File: src/rtl/instr_fetch_unit_if.sv
// Instruction-side bus of the fetch unit: program ROM read port, control_unit
// handshake/redirect inputs and the assembled-instruction outputs.
interface instr_fetch_unit_if;
  logic        rom_rd_en;
  logic [15:0] rom_addr;
  logic [15:0] rom_data;
  logic        instr_ready;
  logic        branch_taken;
  logic [9:0]  branch_offset;
  logic        load_pc;
  logic [15:0] load_addr;
  logic [15:0] instruction;
  logic [15:0] instruction_1;
  logic [15:0] instruction_2;
  logic [1:0]  instr_len;
  logic [15:0] instr_pc;
  logic        instr_valid;
  logic        illegal;
  logic [15:0] pc_out;

  modport master (
    output rom_rd_en, rom_addr, instruction, instruction_1, instruction_2,
           instr_len, instr_pc, instr_valid, illegal, pc_out,
    input  rom_data, instr_ready, branch_taken, branch_offset, load_pc, load_addr
  );

  modport slave (
    input  rom_rd_en, rom_addr, instruction, instruction_1, instruction_2,
           instr_len, instr_pc, instr_valid, illegal, pc_out,
    output rom_data, instr_ready, branch_taken, branch_offset, load_pc, load_addr
  );
endinterface

File: src/rtl/instr_fetch_unit.sv
// Fetches 1..3-word instructions from ROM, holds them for control_unit until
// accepted, and owns the PC (sequential advance, branch and forced load).
module instr_fetch_unit #(
  parameter logic [15:0] RESET_PC = 16'h0000
) (
  input logic                 clk,
  input logic                 rst,
  instr_fetch_unit_if.master  bus
);

  typedef enum logic [2:0] {IDLE, RD0, CAP0, RD1, CAP1, RD2, CAP2, HOLD} state_t;

  state_t      state_q;
  logic [15:0] pc_q;
  logic [15:0] word0_q;
  logic [15:0] word1_q;
  logic [15:0] word2_q;
  logic [15:0] ipc_q;
  logic [1:0]  len_q;
  logic        illegal_q;

  logic [3:0]  op;
  logic [1:0]  as_mode;
  logic        src_ext;
  logic [1:0]  len_d;
  logic        illegal_d;
  logic [15:0] pc_inc_d;
  logic [15:0] pc_br_d;
  logic        rd;

  // Length decode works directly on the ROM word arriving in CAP0.
  always_comb begin
    op        = bus.rom_data[15:12];
    as_mode   = bus.rom_data[5:4];
    src_ext   = 1'b0;
    len_d     = 2'd1;
    illegal_d = 1'b0;
    if (op == 4'h0) begin
      illegal_d = 1'b1;
    end else if (op == 4'h1) begin
      if (as_mode == 2'b01 || (as_mode == 2'b11 && bus.rom_data[3:0] == 4'h0))
        len_d = 2'd2;
    end else if (op >= 4'h4) begin
      src_ext = (as_mode == 2'b01) || (as_mode == 2'b11 && bus.rom_data[11:8] == 4'h0);
      len_d   = 2'd1 + {1'b0, src_ext} + {1'b0, bus.rom_data[7]};
    end
  end

  assign pc_inc_d = pc_q + 16'd2;
  // pc already points past the first word when HOLD is reached.
  assign pc_br_d  = pc_q + {{5{bus.branch_offset[9]}}, bus.branch_offset, 1'b0};

  assign rd                = (state_q == RD0) || (state_q == RD1) || (state_q == RD2);
  assign bus.rom_rd_en     = rd;
  assign bus.rom_addr      = rd ? pc_q : 16'h0000;
  assign bus.instruction   = word0_q;
  assign bus.instruction_1 = word1_q;
  assign bus.instruction_2 = word2_q;
  assign bus.instr_len     = len_q;
  assign bus.instr_pc      = ipc_q;
  assign bus.instr_valid   = (state_q == HOLD);
  assign bus.illegal       = (state_q == HOLD) && illegal_q;
  assign bus.pc_out        = pc_q;

  always_ff @(posedge clk or negedge rst) begin
    if (!rst) begin
      state_q   <= IDLE;
      pc_q      <= RESET_PC & 16'hFFFE;
      word0_q   <= 16'h0000;
      word1_q   <= 16'h0000;
      word2_q   <= 16'h0000;
      ipc_q     <= 16'h0000;
      len_q     <= 2'd0;
      illegal_q <= 1'b0;
    end else if (bus.load_pc) begin
      pc_q    <= bus.load_addr & 16'hFFFE;
      state_q <= RD0;
    end else begin
      case (state_q)
        IDLE: state_q <= RD0;
        RD0:  state_q <= CAP0;
        CAP0: begin
          word0_q   <= bus.rom_data;
          word1_q   <= 16'h0000;
          word2_q   <= 16'h0000;
          ipc_q     <= pc_q;
          len_q     <= len_d;
          illegal_q <= illegal_d;
          pc_q      <= pc_inc_d;
          state_q   <= (len_d > 2'd1) ? RD1 : HOLD;
        end
        RD1:  state_q <= CAP1;
        CAP1: begin
          word1_q <= bus.rom_data;
          pc_q    <= pc_inc_d;
          state_q <= (len_q > 2'd2) ? RD2 : HOLD;
        end
        RD2:  state_q <= CAP2;
        CAP2: begin
          word2_q <= bus.rom_data;
          pc_q    <= pc_inc_d;
          state_q <= HOLD;
        end
        HOLD: begin
          if (bus.instr_ready) begin
            state_q <= RD0;
            if (bus.branch_taken)
              pc_q <= pc_br_d;
          end
        end
        default: state_q <= IDLE;
      endcase
    end
  end

endmodule

File: src/flat_wrapper.sv
// flat-port wrapper written by rule: the top's interface ports become plain ports
module instr_fetch_unit_flat 
#(
  parameter logic [15:0] RESET_PC = 16'h0000
)
  (clk, rst, bus_rom_rd_en, bus_rom_addr, bus_instruction, bus_instruction_1, bus_instruction_2, bus_instr_len, bus_instr_pc, bus_instr_valid, bus_illegal, bus_pc_out, bus_rom_data, bus_instr_ready, bus_branch_taken, bus_branch_offset, bus_load_pc, bus_load_addr);
  instr_fetch_unit_if bus_i ();
  input logic clk;
  input logic rst;
  output wire logic [$bits(bus_i.rom_rd_en)-1:0] bus_rom_rd_en;
  output wire logic [$bits(bus_i.rom_addr)-1:0] bus_rom_addr;
  output wire logic [$bits(bus_i.instruction)-1:0] bus_instruction;
  output wire logic [$bits(bus_i.instruction_1)-1:0] bus_instruction_1;
  output wire logic [$bits(bus_i.instruction_2)-1:0] bus_instruction_2;
  output wire logic [$bits(bus_i.instr_len)-1:0] bus_instr_len;
  output wire logic [$bits(bus_i.instr_pc)-1:0] bus_instr_pc;
  output wire logic [$bits(bus_i.instr_valid)-1:0] bus_instr_valid;
  output wire logic [$bits(bus_i.illegal)-1:0] bus_illegal;
  output wire logic [$bits(bus_i.pc_out)-1:0] bus_pc_out;
  input wire logic [$bits(bus_i.rom_data)-1:0] bus_rom_data;
  input wire logic [$bits(bus_i.instr_ready)-1:0] bus_instr_ready;
  input wire logic [$bits(bus_i.branch_taken)-1:0] bus_branch_taken;
  input wire logic [$bits(bus_i.branch_offset)-1:0] bus_branch_offset;
  input wire logic [$bits(bus_i.load_pc)-1:0] bus_load_pc;
  input wire logic [$bits(bus_i.load_addr)-1:0] bus_load_addr;
  assign bus_rom_rd_en = bus_i.rom_rd_en;
  assign bus_rom_addr = bus_i.rom_addr;
  assign bus_instruction = bus_i.instruction;
  assign bus_instruction_1 = bus_i.instruction_1;
  assign bus_instruction_2 = bus_i.instruction_2;
  assign bus_instr_len = bus_i.instr_len;
  assign bus_instr_pc = bus_i.instr_pc;
  assign bus_instr_valid = bus_i.instr_valid;
  assign bus_illegal = bus_i.illegal;
  assign bus_pc_out = bus_i.pc_out;
  assign bus_i.rom_data = bus_rom_data;
  assign bus_i.instr_ready = bus_instr_ready;
  assign bus_i.branch_taken = bus_branch_taken;
  assign bus_i.branch_offset = bus_branch_offset;
  assign bus_i.load_pc = bus_load_pc;
  assign bus_i.load_addr = bus_load_addr;
  instr_fetch_unit #(.RESET_PC(RESET_PC)) u_core (.clk(clk), .rst(rst), .bus(bus_i));
endmodule
File: config.mk
export PLATFORM = sky130hd
export DESIGN_NAME = instr_fetch_unit_flat
export DESIGN_NICKNAME = d
export VERILOG_FILES = /design/src/rtl/instr_fetch_unit_if.sv /design/src/rtl/instr_fetch_unit.sv /design/src/flat_wrapper.sv
export SDC_FILE = /design/constraint.sdc
export NUM_CORES = 1
export LEC_CHECK = 0
export BUFFER_PORTS_ARGS = -buffer_cell sky130_fd_sc_hd__buf_2
export CAP_MARGIN = 20
export CORE_MARGIN = 8
export CORE_UTILIZATION = 51
export CTS_CLUSTER_DIAMETER = 40
export DETAILED_ROUTE_END_ITERATION = 6
export HOLD_SLACK_MARGIN = 0.05
export PLACE_DENSITY = 0.82
export SETUP_SLACK_MARGIN = 0.1
export SYNTH_ARGS = -nofsm -noshare
export SYNTH_HDL_FRONTEND = slang
export SYNTH_SLANG_ARGS = --single-unit
File: constraint.sdc
create_clock -name clk -period 3.2 [get_ports clk]
set_clock_uncertainty 0.2 [all_clocks]
set_input_delay 0.64 -clock clk [delete_from_list [all_inputs] [get_ports clk]]
set_output_delay 0.64 -clock clk [all_outputs]
set_load 0.1 [all_outputs]
# Word-level counts from Yosys, hierarchy flattened
# Cells that the tools add are included.
[totals]
register_bits = 86
in_bits = 47
out_inout_bits = 101
word_cells = 64
[op_classes]
add_sub_neg = 4
n_lt_le_gt_ge = 3
eq_ne = 12
muxes = 17
n_bitwise = 1
reduce_logical = 19
[ops]
columns = ["operator", "n"]
rows = [
  ["16-bit one-hot mux with 2 select lines", 3],
  ["16-bit 2-to-1 mux", 4],
  ["3-bit one-hot mux with 8 select lines", 1],
  ["16-bit adder", 1],
  ["16-bit by 2-bit adder with 16-bit output, second input constant", 1],
  ["3-bit == test, second input constant", 4],
  ["4-bit zero test", 3],
  ["2-bit 2-to-1 mux", 5],
  ["3-bit 2-to-1 mux", 3],
  ["3-bit by 2-bit == test with 1-bit output, second input constant", 2],
  ["3-bit by 1-bit != test with 1-bit output, second input constant", 2],
  ["2-bit AND reduction", 3],
  ["4-bit by 1-bit == test with 1-bit output, second input constant", 1],
  ["4-bit by 3-bit greater-or-equal comparator with 1-bit output, second input constant", 1],
  ["1-bit logical OR", 4],
  ["2-bit nonzero test", 2],
  ["3-bit by 1-bit == test with 1-bit output, second input constant", 1],
  ["1-bit logical AND", 3],
  ["3-bit zero test", 1],
  ["3-bit AND reduction", 1],
  ["3-bit nonzero test", 1],
  ["3-bit OR reduction", 1],
  ["1-bit by 1-bit adder with 2-bit output, first input constant", 1],
  ["2-bit by 1-bit adder with 2-bit output", 1],
  ["other kinds (6)", 6],
]

# Depth between registers and ports, before layout
[depth]
ltp_word = 12
mapped_depth = 12
mapped_depth_nobuf = 11

# Worst setup path after synthesis
# No wires, ideal clock.
[synth_timing]
path_type = "reg2reg"
from = "register u_core.state_q[2]"
to = "register u_core.pc_q[11], in the netlist u_core.bus.pc_out[11]"
setup_ps = 73
arrival_ps = 3582
required_ps = 2927
setup_slack_ps = -655
path_stages_with_launch = 12
synth_period_minus_slack_ps = 3855
cell_sequence = "dfrtp_1 -> buf_2 -> and3_1 -> clkbuf_1 -> nand2_1 -> fa_1 -> nand2b_1 -> a21o_1 -> a31o_4 -> nand3_2 -> or3b_1 -> a2bb2oi_2"
[synth_lines]
columns = ["element", "line_no", "source"]
rows = [
  ["start: declaration", "instr_fetch_unit.sv:13", "state_t state_q;"],
  ["start signal: assignment", "instr_fetch_unit.sv:90", "state_q <= (len_d > 2'd1) ? RD1 : HOLD;"],
  ["start signal: assignment", "instr_fetch_unit.sv:96", "state_q <= (len_q > 2'd2) ? RD2 : HOLD;"],
  ["3-bit == test (*)", "--", ""],
  ["net bus_instr_valid", "flat_wrapper.sv:17", "output wire logic [$bits(bus_i.instr_valid)-1:0] bus_instr_valid;"],
  ["3-bit by 1-bit != test with 1-bit output (no line), or another cell as far along", "--", ""],
  ["3-bit AND reduction (no line) or 16-bit 2-to-1 mux (tied branches)", "--", ""],
  ["end signal: assignment", "instr_fetch_unit.sv:68", "pc_q <= RESET_PC & 16'hFFFE;"],
  ["end signal: assignment", "instr_fetch_unit.sv:76", "pc_q <= bus.load_addr & 16'hFFFE;"],
  ["end signal: assignment", "instr_fetch_unit.sv:89", "pc_q <= pc_inc_d;"],
  ["end: declaration", "instr_fetch_unit.sv:14", "logic [15:0] pc_q;"],
]
# Mark *: on every way through the listed nets, which the timed path passes. The rest lies on a longest branch.
# A chain may end at the register's enable or synchronous reset.

# Worst setup path in the final report
[layout_timing]
from = "register u_core.state_q[2]"
to = "register u_core.pc_q[14], in the netlist u_core.bus.pc_out[14]"
[layout_via]
elab_chain_len = 4
[layout_lines]
columns = ["element", "line_no", "source"]
rows = [
  ["3-bit by 2-bit == test with 1-bit output or 3-bit == test (tied branches)", "instr_fetch_unit.sv:79", "case (state_q)"],
  ["3-bit OR reduction (no line)", "--", ""],
  ["16-bit one-hot mux with 2 select lines or 3-bit nonzero test (tied branches)", "--", ""],
  ["16-bit 2-to-1 mux or 3-bit AND reduction (tied branches)", "--", ""],
  ["end signal: assignment", "instr_fetch_unit.sv:76", ""],
  ["end signal: assignment", "instr_fetch_unit.sv:89", ""],
  ["end signal: assignment", "instr_fetch_unit.sv:95", "pc_q <= pc_inc_d;"],
]
# Several ways; a longest one is shown, not always the timed one.

==> metrics.md <==
| Metric | Value |
|---|---|
| Outcome | complete, no violations |
| Top FF cell, synth | dfrtp_1 |
| Warnings, synthesis | 0 |
| Grt ovf | 0 |
| Crit Path Class | reg2reg |
| Synth Register Bits | 84 |
| Most common cell after layout, fill and taps aside | nand2_1 |
| Area grow syn2layout | 24.5% |
| Met1 usage | 26.0% |
| Crit Path Max Fanout | 9 |
| Vias in the first global route | 4051 |
| Full die area | ~0.012 mm² |
| R2r setup slk | between 0.2 and 0.3 ns |
| Vias per cell | 5.24 |
| Detailed Route WL | approximately 12000 µm |
| Gr usage total | roughly a fifth |
| Global routing usage on met2 | about a third |
| Synth Area in XOR/XNOR | between 1.5 and 2% |
| Rows | 33 |
| Residual DRC | 0 |
| Slew headroom | 61.6% |
| Critical Path End Type | register |
| Hold Vio Cnt, Final | 0 |
| Worst-Skew Late Latency | roughly 0.36 ns |
| Worst setup SP type | register |
| Number of CTS-inserted buffers | 9 |
| Post-Synth Simple-Gate Area | 24.0% |
| Synth cell types | a little over 50 |
| Post-synth EDFFs | 0 |
| R2r endpoint | u_core.bus.pc_out[14] |
| Antenna violations before repair | 2 |
| Die Y | 108 µm |
| R2r startpoint | u_core.state_q[2] |
| R2R cell count | 11 |
| Crit path DAT | slightly below 3 ns |
| Hold crit path type | in2async |
| Half-perimeter wire length after placement | ~9200 µm |
| Slew Limit Fails | 0 |
| Setup TNS | 0 ns |
| Clock root buffer | clkbuf_8 |
| Post-synthesis sequential area ratio | about half |
| Mux cell area share after synthesis | 1.49% |
| Max-cap violations | 0 |
| Share of layout cells above drive strength 1 | between 20% and 30% |
| Adder-Cell Fraction of Synth Area | roughly 4.8% |
| Synthesized area | 0.00435 mm² |
| H-Tree Depth | 3 |
| Net count, final | between 700 and 800 |
| Worst slew pin tran | roughly 0.58 ns |
| Max Clk Rate | 0.343 GHz |
| Detailed Route Iter0 Violations | approximately 210 |
| Met3 Use GR | 5.59% |
| Via count | around 4000 |
| I/O Pins | between 100 and 150 |
| Syn Area/Cell | 8.57 µm² |
| Final WS setup | ~0.28 ns |
| Drt wl/cell | between 15 and 20 µm |
| Pre-CTS setup slack | 0.288 ns |
| CTS tree | built |
| CTS clk-pin slew, worst paths | about 0.10 ns |
| Asr flop ratio synth | between 90% and 100% |
| Minimum clock period | 2.92 ns |
| Cells after synthesis | between 500 and 600 |
| Starting Density | ~53% |
| Combinational family with the most area after synthesis | simple AND/OR/NAND/NOR gates |
| IO buf count | about 140 |
| Setup Viol. Count Final | 0 |
| Largest net degree at the start of global routing | 85 |
| First-pass DRT Iterations | 4 |
| Final period utilization | 91.2% |
| Clock buffer depth | 2 |
| Gr busiest metal | met2 |
| Routed Antenna Nets | 0 |
| Core box area | just over 0.008 mm² |
| Compound-Gate Fraction of Synth Area | between 10% and 20% |
| First-pass GRT wire length | a little under 20000 µm |
| Die width | about 110 µm |
| Core Util, Final | 65.7% |
| CP required | between 3 and 4 ns |
| Gp weighted congestion | 0.910 |
| RSZ-0062 raised after global routing | false |
| Commonest non-fill, non-tap cells in the layout | nand2_1 (175), buf_2 (142), dfrtp_1 (84), o21ai_0 (45), a21oi_1 (22) |
| Clk sink count | 84 |
state kept, by name, indices dropped and copies added, names as in the netlist:
name	cells
u_core.bus.instr_len	2
u_core.bus.instr_pc	15
u_core.bus.instruction	16
u_core.bus.instruction_1	16
u_core.bus.instruction_2	16
u_core.bus.pc_out	15
u_core.illegal_q	1
u_core.state_q	3
critical path: stages, from the launching register on:
cell,delay (ns)
dfrtp_1,0.35
and3_1,0.35
buf_4,0.21
nand2_1,0.09
inv_1,0.20
ha_1,0.35
a21o_1,0.23
a21o_1,0.18
a21oi_1,0.14
o21ai_1,0.09
xnor2_1,0.14
a221oi_1,0.26
cells in the mapped netlist, drive strengths merged, types with 2 or more instances:
cell type	n	area, µm²
ha	15	188
o41ai	2	17.5
xor2	3	26.3
nand3	9	50.1
a221oi	2	17.5
mux2i	2	20.0
nand2b	4	25.0
clkbuf	17	63.8
a21oi	24	131
o211ai	5	42.5
mux2	4	45.0
a2bb2oi	3	32.5
o21a	5	37.5
a21o	6	46.3
dfrtp	84	2100
nor2	13	48.8
o21ai	49	245
and2	24	150
buf	12	65.1
or3	2	12.5
inv	14	52.6
nor3	5	25.0
xnor2	6	52.6
nand2	175	657
or3b	2	17.5
a21boi	3	22.5
nand4	2	12.5
and3	2	12.5
final cells by class:
cell class | instances | area (µm²)
diodes | 1 | 2.50
clock buffers | 9 | 124
clock inverters | 7 | 81.3
fillers | 702 | 2840
inverters | 14 | 52.6
multi-input cells | 383 | 2110
flip-flops and latches | 84 | 2100
well taps | 105 | 131
repair buffers | 155 | 821
cells by family after synthesis:
group / Yosys count
fa+ha+maj: 16
buf+inv: 43
compound gates: 107
xor+xnor: 9
flops: 84
other cells: 1
simple gates: 242
mux: 6
per-stage QoR:
stage               hold slack (ns)  area (µm²)  std cells
floorplan                     0.144        4380        510
global route                  0.105        5420        758
global placement              0.252        5190        740
detailed placement            0.258        5190        740
CTS                           0.274        5400        756
finish                       0.0653        5420        758
worst max path at each step:
stage                          from  cells after the start                     to
2_1_floorplan     u_core.state_q[2]                     11  u_core.bus.pc_out[11]
3_3_place_gp   bus_branch_offset[0]                     11  u_core.bus.pc_out[11]
3_5_place_dp   bus_branch_offset[0]                     11  u_core.bus.pc_out[11]
4_1_cts           u_core.state_q[0]                     11  u_core.bus.pc_out[15]
5_1_grt           u_core.state_q[2]                     11  u_core.bus.pc_out[14]
6_report          u_core.state_q[2]                     11  u_core.bus.pc_out[14]
per-layer routing:
layer	vias up	routed length, µm
met2	147	5850
li1	1958	-
met1	1843	5210
met5	-	13
met3	22	1010
met4	2	258
repair_timing:
item                                    4_1_cts  5_1_grt
setup buffers                                 0        0
endpoints found under the setup margin        0        1
gates resized for setup                       0        1
hold buffers                                  0        0
Power is not shown: default switching activity piles up to over one toggle a cycle in this logic, so the estimate is an artifact.
